$ cat src/rtl/iq_dac_packer.sv
// Buffers filtered IQ sample pairs in a FIFO and serialises each pair onto a 16-bit DAC bus,
// I word then Q word, under a valid/ready handshake. Dropped input pairs raise a sticky flag.
module iq_dac_packer #(
  parameter int unsigned DEPTH         = 16,
  parameter int unsigned ADDR_W        = 4,
  parameter int unsigned OFFSET_BINARY = 0
) (
  input  logic              clk,
  input  logic              reset,
  input  logic              in_valid,
  input  logic [15:0]       real_in,
  input  logic [15:0]       imag_in,
  input  logic              dac_ready,
  output logic [15:0]       dac_data,
  output logic              dac_valid,
  output logic              dac_iq_sel,
  output logic [ADDR_W:0]   fifo_level,
  output logic              overflow
);

  localparam logic [ADDR_W:0] LevelFull = (ADDR_W + 1)'(DEPTH);
  localparam logic [ADDR_W:0] LevelOne  = (ADDR_W + 1)'(1);
  localparam logic [15:0]     IdleWord  = (OFFSET_BINARY != 0) ? 16'h8000 : 16'h0000;

  typedef enum logic [1:0] {StIdle, StSendI, StSendQ} state_e;

  state_e              state_q, state_d;
  logic [31:0]         mem_q [DEPTH];
  logic [ADDR_W-1:0]   wptr_q, wptr_d, rptr_q, rptr_d, rptr_nxt;
  logic [ADDR_W:0]     level_q, level_d;
  logic [15:0]         data_q, data_d;
  logic                ovf_q, ovf_d;
  logic                pop, wr_en, full;

  function automatic logic [15:0] to_dac(input logic [15:0] w);
    return (OFFSET_BINARY != 0) ? {~w[15], w[14:0]} : w;
  endfunction

  assign full     = (level_q == LevelFull);
  assign pop      = (state_q == StSendQ) && dac_ready;
  assign wr_en    = in_valid && (!full || pop);
  assign rptr_nxt = rptr_q + 1'b1;

  always_comb begin
    wptr_d  = wptr_q;
    rptr_d  = rptr_q;
    level_d = level_q;
    ovf_d   = ovf_q;
    if (wr_en) wptr_d = wptr_q + 1'b1;
    if (pop)   rptr_d = rptr_nxt;
    unique case ({wr_en, pop})
      2'b10:   level_d = level_q + 1'b1;
      2'b01:   level_d = level_q - 1'b1;
      default: level_d = level_q;
    endcase
    if (in_valid && full && !pop) ovf_d = 1'b1;
  end

  always_comb begin
    state_d = state_q;
    data_d  = data_q;
    unique case (state_q)
      StIdle: begin
        if (level_q != '0) begin
          state_d = StSendI;
          data_d  = to_dac(mem_q[rptr_q][31:16]);
        end
      end
      StSendI: begin
        if (dac_ready) begin
          state_d = StSendQ;
          data_d  = to_dac(mem_q[rptr_q][15:0]);
        end
      end
      StSendQ: begin
        if (dac_ready) begin
          if (level_q > LevelOne) begin
            state_d = StSendI;
            data_d  = to_dac(mem_q[rptr_nxt][31:16]);
          end else if (wr_en) begin
            // Single entry popped while a new pair arrives: bypass the not-yet-written slot.
            state_d = StSendI;
            data_d  = to_dac(real_in);
          end else begin
            state_d = StIdle;
            data_d  = IdleWord;
          end
        end
      end
      default: begin
        state_d = StIdle;
        data_d  = IdleWord;
      end
    endcase
  end

  always_ff @(posedge clk) begin
    if (!reset) begin
      state_q <= StIdle;
      wptr_q  <= '0;
      rptr_q  <= '0;
      level_q <= '0;
      data_q  <= IdleWord;
      ovf_q   <= 1'b0;
    end else begin
      state_q <= state_d;
      wptr_q  <= wptr_d;
      rptr_q  <= rptr_d;
      level_q <= level_d;
      data_q  <= data_d;
      ovf_q   <= ovf_d;
    end
  end

  // Storage needs no reset; occupancy alone decides what is valid.
  always_ff @(posedge clk) begin
    if (reset && wr_en) mem_q[wptr_q] <= {real_in, imag_in};
  end

  assign dac_data   = data_q;
  assign dac_valid  = (state_q != StIdle);
  assign dac_iq_sel = (state_q == StSendQ);
  assign fifo_level = level_q;
  assign overflow   = ovf_q;

endmodule

$ cat config.mk
export PLATFORM = sky130hd
export DESIGN_NAME = iq_dac_packer
export DESIGN_NICKNAME = d
export VERILOG_FILES = /design/src/rtl/iq_dac_packer.sv
export SDC_FILE = /design/constraint.sdc
export NUM_CORES = 1
export LEC_CHECK = 0
export ABC_AREA = 1
export CORE_MARGIN = 2
export CORE_UTILIZATION = 39
export DETAILED_ROUTE_END_ITERATION = 16
export PLACE_DENSITY = 0.62
export SETUP_SLACK_MARGIN = 0.3
export SKIP_LAST_GASP = 1
export SLEW_MARGIN = 10
export SYNTH_ARGS = -nofsm -noshare
export SYNTH_HDL_FRONTEND = slang
export SYNTH_SLANG_ARGS = --single-unit
$ cat constraint.sdc
create_clock -name clk -period 4.4 [get_ports clk]
set_clock_uncertainty 0.1 [all_clocks]
set_input_delay 1.1 -clock clk [delete_from_list [all_inputs] [get_ports clk]]
set_output_delay 1.1 -clock clk [all_outputs]
set_load 0.02 [all_outputs]
==> results of run 1 <==
routing by layer:
metal	vias up	global-route usage, %
met1	9619	29.9
met3	182	4.02
li1	9071	-
met4	0	10.5
met2	1021	37.3
met5	-	0
cells in the mapped netlist, types with 2 or more instances:
cell type	count
clkinv_1	3
nand2_1	1022
a21oi_2	2
xor2_2	2
buf_4	3
nand2_2	2
buf_6	16
nand3_1	471
ha_1	10
dfxtp_1	36
buf_2	86
clkbuf_1	45
buf_1	17
nand3_2	2
o21ai_0	111
inv_2	5
inv_1	57
a21oi_1	50
nor2_1	216
edfxtp_1	512
power by group:
group	switching (uW)	internal (uW)
registers	209	5830
clock network	2050	2720
logic	2030	848
total	4290	9400
registers in the layout (all words and copies together), names as in the netlist, named ones only:
signal      cells
rptr_q          4
fifo_level      5
wptr_q          4
dac_data       16
state_q         2
overflow        1
mem_q         512
worst max-delay path: stages, from the launching register on:
cell and delay [ps]:
dfxtp_1 410, inv_2 80, nor2_4 180, clkdlybuf4s50_1 650
logic make-up after synthesis:
kind of cell | share of synthesized area (%)
adder cells (fa/ha/maj) | 0.494
flip-flops | 63.6
AO/OA/AOI/OAI | 3.28
AND/OR/NAND/NOR | 28.0
buffers and inverters | 4.49
XOR/XNOR | 0.163
metrics by stage:
step	hold WS, ps	worst slack, ps	std cells	utilization (%)
3_3_place_gp	399	748	3492	41.8
5_1_grt	438	1180	3597	44.7
6_report	404	1250	3597	44.7
3_5_place_dp	394	698	3492	41.8
2_1_floorplan	369	790	2678	-
4_1_cts	408	1240	3597	44.7
cell usage in the layout (no fill, tap or decap), drive strengths merged:
master         netlist  layout
o21ai              111     111
nor2               218     218
xor2                 3       3
clkinvlp             0       1
ha                  10      10
dfxtp               36      36
a21oi               52      52
clkdlybuf4s50        0      59
buf                123      68
clkinv               3      27
edfxtp             512     512
o21a                 1       1
nand2             1025    1025
nor4                 1       1
nand3              473     473
clkbuf              45      75
bufinv               0       4
inv                 63      64
nor3                 2       2
final cells by class:
type	count	area, sq um	share of cell area (%)
multi-input cells	1896	8210	28.6
inverters	66	254	0.884
well taps	855	1070	3.72
repair buffers	127	1260	4.40
clock buffers	75	1560	5.42
flip-flops and latches	548	16100	56.1
clock inverters	30	267	0.928
final timing paths:
kind,startpoint,to,cells past startpoint
min reg2reg,fifo_level[3],fifo_level[3],2
max reg2reg,rptr_q[0],dac_data[10],11
min,fifo_level[3],fifo_level[3],2
max,state_q[1],dac_iq_sel,3
==> impl_results.md, run 1 <==
* Status: finished, final reports clean
* Die Area at 67000 sq um
* Setup violations, final at 0
* CP arrival at 1950 ps
* Worst Path Required at 3200 ps
* Htree depth at 2
* Total power at 13700 uW
* Met3 wire len at 6.72 mm
* CTS Buffer Depth at 3
* Vias per cell at 5.53
* Synth Register Bits at 548
* Final GP Congestion at 0.925
* Pins over their slew limit at 0
* Post-Route WL at 77.8 mm
* Met2 wire len at 36.5 mm
* Pleak at 0.0108 uW
* Layout cells sized above 1 at 6.93%
* Main flop type after synthesis: edfxtp_1
* Unrepaired setup endpoints after global routing: false
* Dominant cell type by area after synthesis: edfxtp_1
* Top Ports at 60
* Fillcell total at 5949
* GRT Total Usage at 22.9%
* Crit Path Class: reg -> out
* Routed len/inst at 21.6 um
* Reg-to-reg slack, setup at 1310 ps
* Die Wd at 259 um
* Residual DRC count at 0
* Achievable frequency at 317 MHz
* Unique masters post-synth at 30
* Mapped Nets at 2724
* CTS tree: done
* Area contributors post-synth: edfxtp_1 (61%), nand2_1 (15%), nand3_1 (9.3%)
* Synth top area share at 60.7%
* Area post-placement at 26900 sq um
* CTS Hold Bufs at 0
* N_diodes at 0
* Fin. Hold Viols at 0
* Initial DRT Pass Iterations at 6
* Nets at 2742
* Die height at 259 um
* Yosys Warn Count at 0
* Tightest Pin Transition at 1180 ps
* # clock sinks at 548
* Mean Syn Cell Area at 9.46 sq um
* CP Capture Type: primary output
* Clk root buf: clkbuf_16
* Worst skew pair latency at 620 ps
* Antenna Violating Nets Remaining at 0
* Gr ovfl total at 0
* Final Instance Area at 28700 sq um
* Worst IR Drop VDD at 0.000319 V
* # rows at 93
* HP Class: reg -> reg
* CTS buffer count at 57
* Netlist Area Pre-Place at 25300 sq um
* Largest net degree at the start of global routing at 132
* Total of max-cap violations at 0
* DR vias at 19893
* Uppermost routed layer: met4
* Initial Utilization at 39.4%
* Hpwl dp at 46.0 mm
* Critical Path Start Type: flip-flop
* Vias in the first global route at 19367
* Sequential share of the synthesized area at 63.6%
* PostCTS Resize Cnt at 0
* CTS clk-pin slew, worst paths at 60 ps
* Final worst-path cycle share at 71.6%
* Post-synth EDFFs at 512
* Total power per unit cell area at 476 nW/um^2
* Max-slew headroom at the worst pin at 21.4%
* Area Overhead vs Synth at 13.5%
* Post-synthesis instance total at 2678
* Port-buffer cells at 59
* First-pass GRT wire length at 117 mm
* Initial antenna violation count at 0
* Ys async rst share at 0%
* Setup TNS at 0 ps
* Core box area at 64300 sq um
* 1st-iter DRT viols at 2176
* Post CTS Setup Buffer Count at 0
* CP max FO at 4
* Clock period minus worst slack at 3150 ps
* WL met1 at 31.5 mm
Power figures use the tool's default switching activity.
==> run 2, diff against run 1 <==
- clock period: 4.4 -> 2.99 ns (I/O delays scaled with it)
==> run 2 against run 1 <==
Effect of this change: hold slack got worse by 5.2 ps; sequential power increased by 46%; routed wire length increased by 4.5%; setup slack got worse by 930 ps; sequential share of layout area decreased by 1.1 points; sequential cell count unchanged; register-to-register slack got worse by 920 ps; clock-buffer cell count decreased by 14; combinational power increased by 59%; final area increased by 2.0%; first-iteration DRC count increased by 9.0%; global-route usage increased by 1.4 points; largest cell class unchanged; largest power group unchanged.
==> impl_results.md, run 2 (synthesis results as in run 1) <==
* GRT Total Usage at 24.3% (was 22.9%)
* Initial DRT Pass Iterations at 6 (unchanged)
* Worst path max stage delay at 670 ps (was 650 ps)
* CTS Buffer Depth at 3 (unchanged)
* CTS tree: done (unchanged)
* Comb pwr share at 22.5% (was 21.0%)
* Max reg flops at 512 (unchanged)
* # rows at 93 (unchanged)
* Pins over their slew limit at 0 (unchanged)
* Critical Path Start Type: flip-flop (unchanged)
* Largest net degree at the start of global routing at 130 (was 132)
* Share of power burned in registers at 43.1% (was 44.1%)
* # clock sinks at 548 (unchanged)
* 1st-iter DRT viols at 2372 (was 2176)
* Die height at 259 um (unchanged)
* Worst IR Drop VDD at 0.000506 V (was 0.000319 V)
* Pleak at 0.0111 uW (was 0.0108 uW)
* Residual DRC count at 0 (unchanged)
* Antenna Violating Nets Remaining at 0 (unchanged)
* Total power per unit cell area at 698 nW/um^2 (was 476 nW/um^2)
* Vias in the first global route at 19758 (was 19367)
* Net Sw Frac at 31.6% (was 31.3%)
* Worst Path Required at 2140 ps (was 3200 ps)
* Tightest Pin Transition at 926 ps (was 1180 ps)
* Hpwl dp at 50.7 mm (was 46.0 mm)
* Total power at 20500 uW (was 13700 uW)
* Most frequent cells in the layout: nand2_1 (1022), edfxtp_1 (512), nand3_1 (471) (unchanged)
* Vias per cell at 5.50 (was 5.53)
* Core box area at 64300 sq um (unchanged)
* Initial antenna violation count at 3 (was 0)
* Seq. cell area at 16100 sq um (about the same)
* Top Ports at 60 (unchanged)
* Max-slew headroom at the worst pin at 38.3% (was 21.4%)
* Crit-path leading delay family: buffers and inverters (unchanged)
* Critical path's slowest cell: clkdlybuf4s50_1 (unchanged)
* Layout cells sized above 1 at 8.39% (was 6.93%)
* Area Overhead vs Synth at 15.8% (was 13.5%)
* Finished Layout Cells at 3632 (was 3597)
* Fin. Hold Viols at 0 (unchanged)
* Setup TNS at 0 ps (unchanged)
* Setup violations, final at 0 (unchanged)
* Initial Utilization at 39.4% (unchanged)
* Achievable frequency at 375 MHz
* Htree depth at 2 (unchanged)
* HP Class: reg -> reg (unchanged)
* WP buf/inv at 1 (was 2)
* Clk root buf: clkbuf_16 (unchanged)
* Routed len/inst at 22.4 um (was 21.6 um)
* Worst skew pair latency at 630 ps (was 620 ps)
* Clk pwr share at 34.5% (was 34.8%)
* Crit path cell chain: clkdlybuf4s50_1 (was inv_2 > nor2_4 > clkdlybuf4s50_1)
* Most common cell after layout, fill and taps aside: nand2_1 (unchanged)
* Gr ovfl total at 0 (unchanged)
* Placed insts at 3529 (was 3492)
* Port-buffer cells at 59 (unchanged)
* CTS clk-pin slew, worst paths at 70 ps (was 60 ps)
* Nets at 2778 (was 2742)
* DR vias at 19967 (was 19893)
* CP Capture Type: primary output (unchanged)
* First-pass GRT wire length at 122 mm (was 117 mm)
* Crit Path Class: reg -> out (unchanged)
* Reg-to-reg slack, setup at 390 ps (was 1310 ps)
* Clock period minus worst slack at 2670 ps
* Status: finished, final reports clean (unchanged)
* Die Wd at 259 um (unchanged)
* Unrepaired setup endpoints after global routing: false (unchanged)
* Fillcell total at 5992 (was 5949)
* Final worst-path cycle share at 89.3%
* Top reg by flops: mem_q (unchanged)
* Total of max-cap violations at 0 (unchanged)
* Final GP Congestion at 0.916 (was 0.925)
* CP max FO at 2 (was 4)
* Post-Route WL at 81.3 mm (was 77.8 mm)
* Net Sw Power at 6470 uW (was 4290 uW)
* CP arrival at 1820 ps (was 1950 ps)
* Die Area at 67000 sq um (unchanged)
* Internal Power at 14000 uW (was 9400 uW)
* N_diodes at 0 (unchanged)
* Area of the multi-input gates at 8210 sq um (unchanged)
* CTS buffer count at 54 (was 57)
* CTS Hold Bufs at 0 (unchanged)
[run 2: changes by cell type in the layout (fill, tap and decap cells not counted), sizes merged]
cell	change
clkinvlp	+1
bufinv	+4
clkdlybuf4s50	-2
buf	+39
inv	+1
dlygate4sd2	+2
clkinv	+4
clkbuf	-14
[run 2: what timing repair did]
action | 4_1_cts | 5_1_grt
endpoints found under the hold margin | 0 | 0
setup buffers | 0 | 2
gates resized for setup | 3 | 0
setup endpoints to repair | 3 | 1
gates cloned | 0 | 0
pin swaps | 0 | 1
[run 2: per-stage QoR]
stage	util, %	cell area [sq um]	hold WS (ps)	worst slack, ps
2_1_floorplan	-	25400	369	167
3_3_place_gp	42.7	27500	381	-82.7
3_5_place_dp	42.7	27500	392	-105
4_1_cts	45.5	29300	401	322
5_1_grt	45.6	29300	415	312
6_report	45.6	29300	399	321
[run 2: cell type report]
cell class / count / share of cell area (%)
clock inverters: 40 / 1.52
repair buffers: 166 / 6.28
multi-input cells: 1896 / 28.0
flip-flops and latches: 548 / 55.0
well taps: 855 / 3.65
clock buffers: 61 / 4.70
inverters: 66 / 0.866
[run 2: path summary, 6_finish.rpt]
kind / startpoint / depth (start not counted) / endpoint
setup / recovery: dac_data[4] / 1 / dac_data[4]
hold / removal: dac_data[13] / 2 / dac_data[13]
setup reg to reg: fifo_level[0] / 10 / mem_q[11][27]
hold reg to reg: dac_data[13] / 2 / dac_data[13]
[run 2: power by group through the flow]
stage	clock (uW)	sequential, uW	combinational (uW)
after floorplan	0	8990	2490
after global placement	0	8960	4460
after detailed placement	0	8960	4500
after CTS	7160	8800	4510
after global routing	7420	8820	4940
final	7050	8810	4590
[run 2: layer usage]
layer  part of all wire [%]  GRT usage [%]
met4                    6.3           14.4
met2                     47           40.4
met3                    8.1           3.59
met5                  0.033              0
met1                     38           30.2
[run 2: worst reg2reg max path, delay by kind of cell (launching register included)]
| kind | cells | cell delay [ps] |
|---|---|---|
| flip-flops | 1 | 390 |
| AND/OR/NAND/NOR | 5 | 990 |
| buffers and inverters | 4 | 580 |
| adder cells (fa/ha/maj) | 1 | 210 |
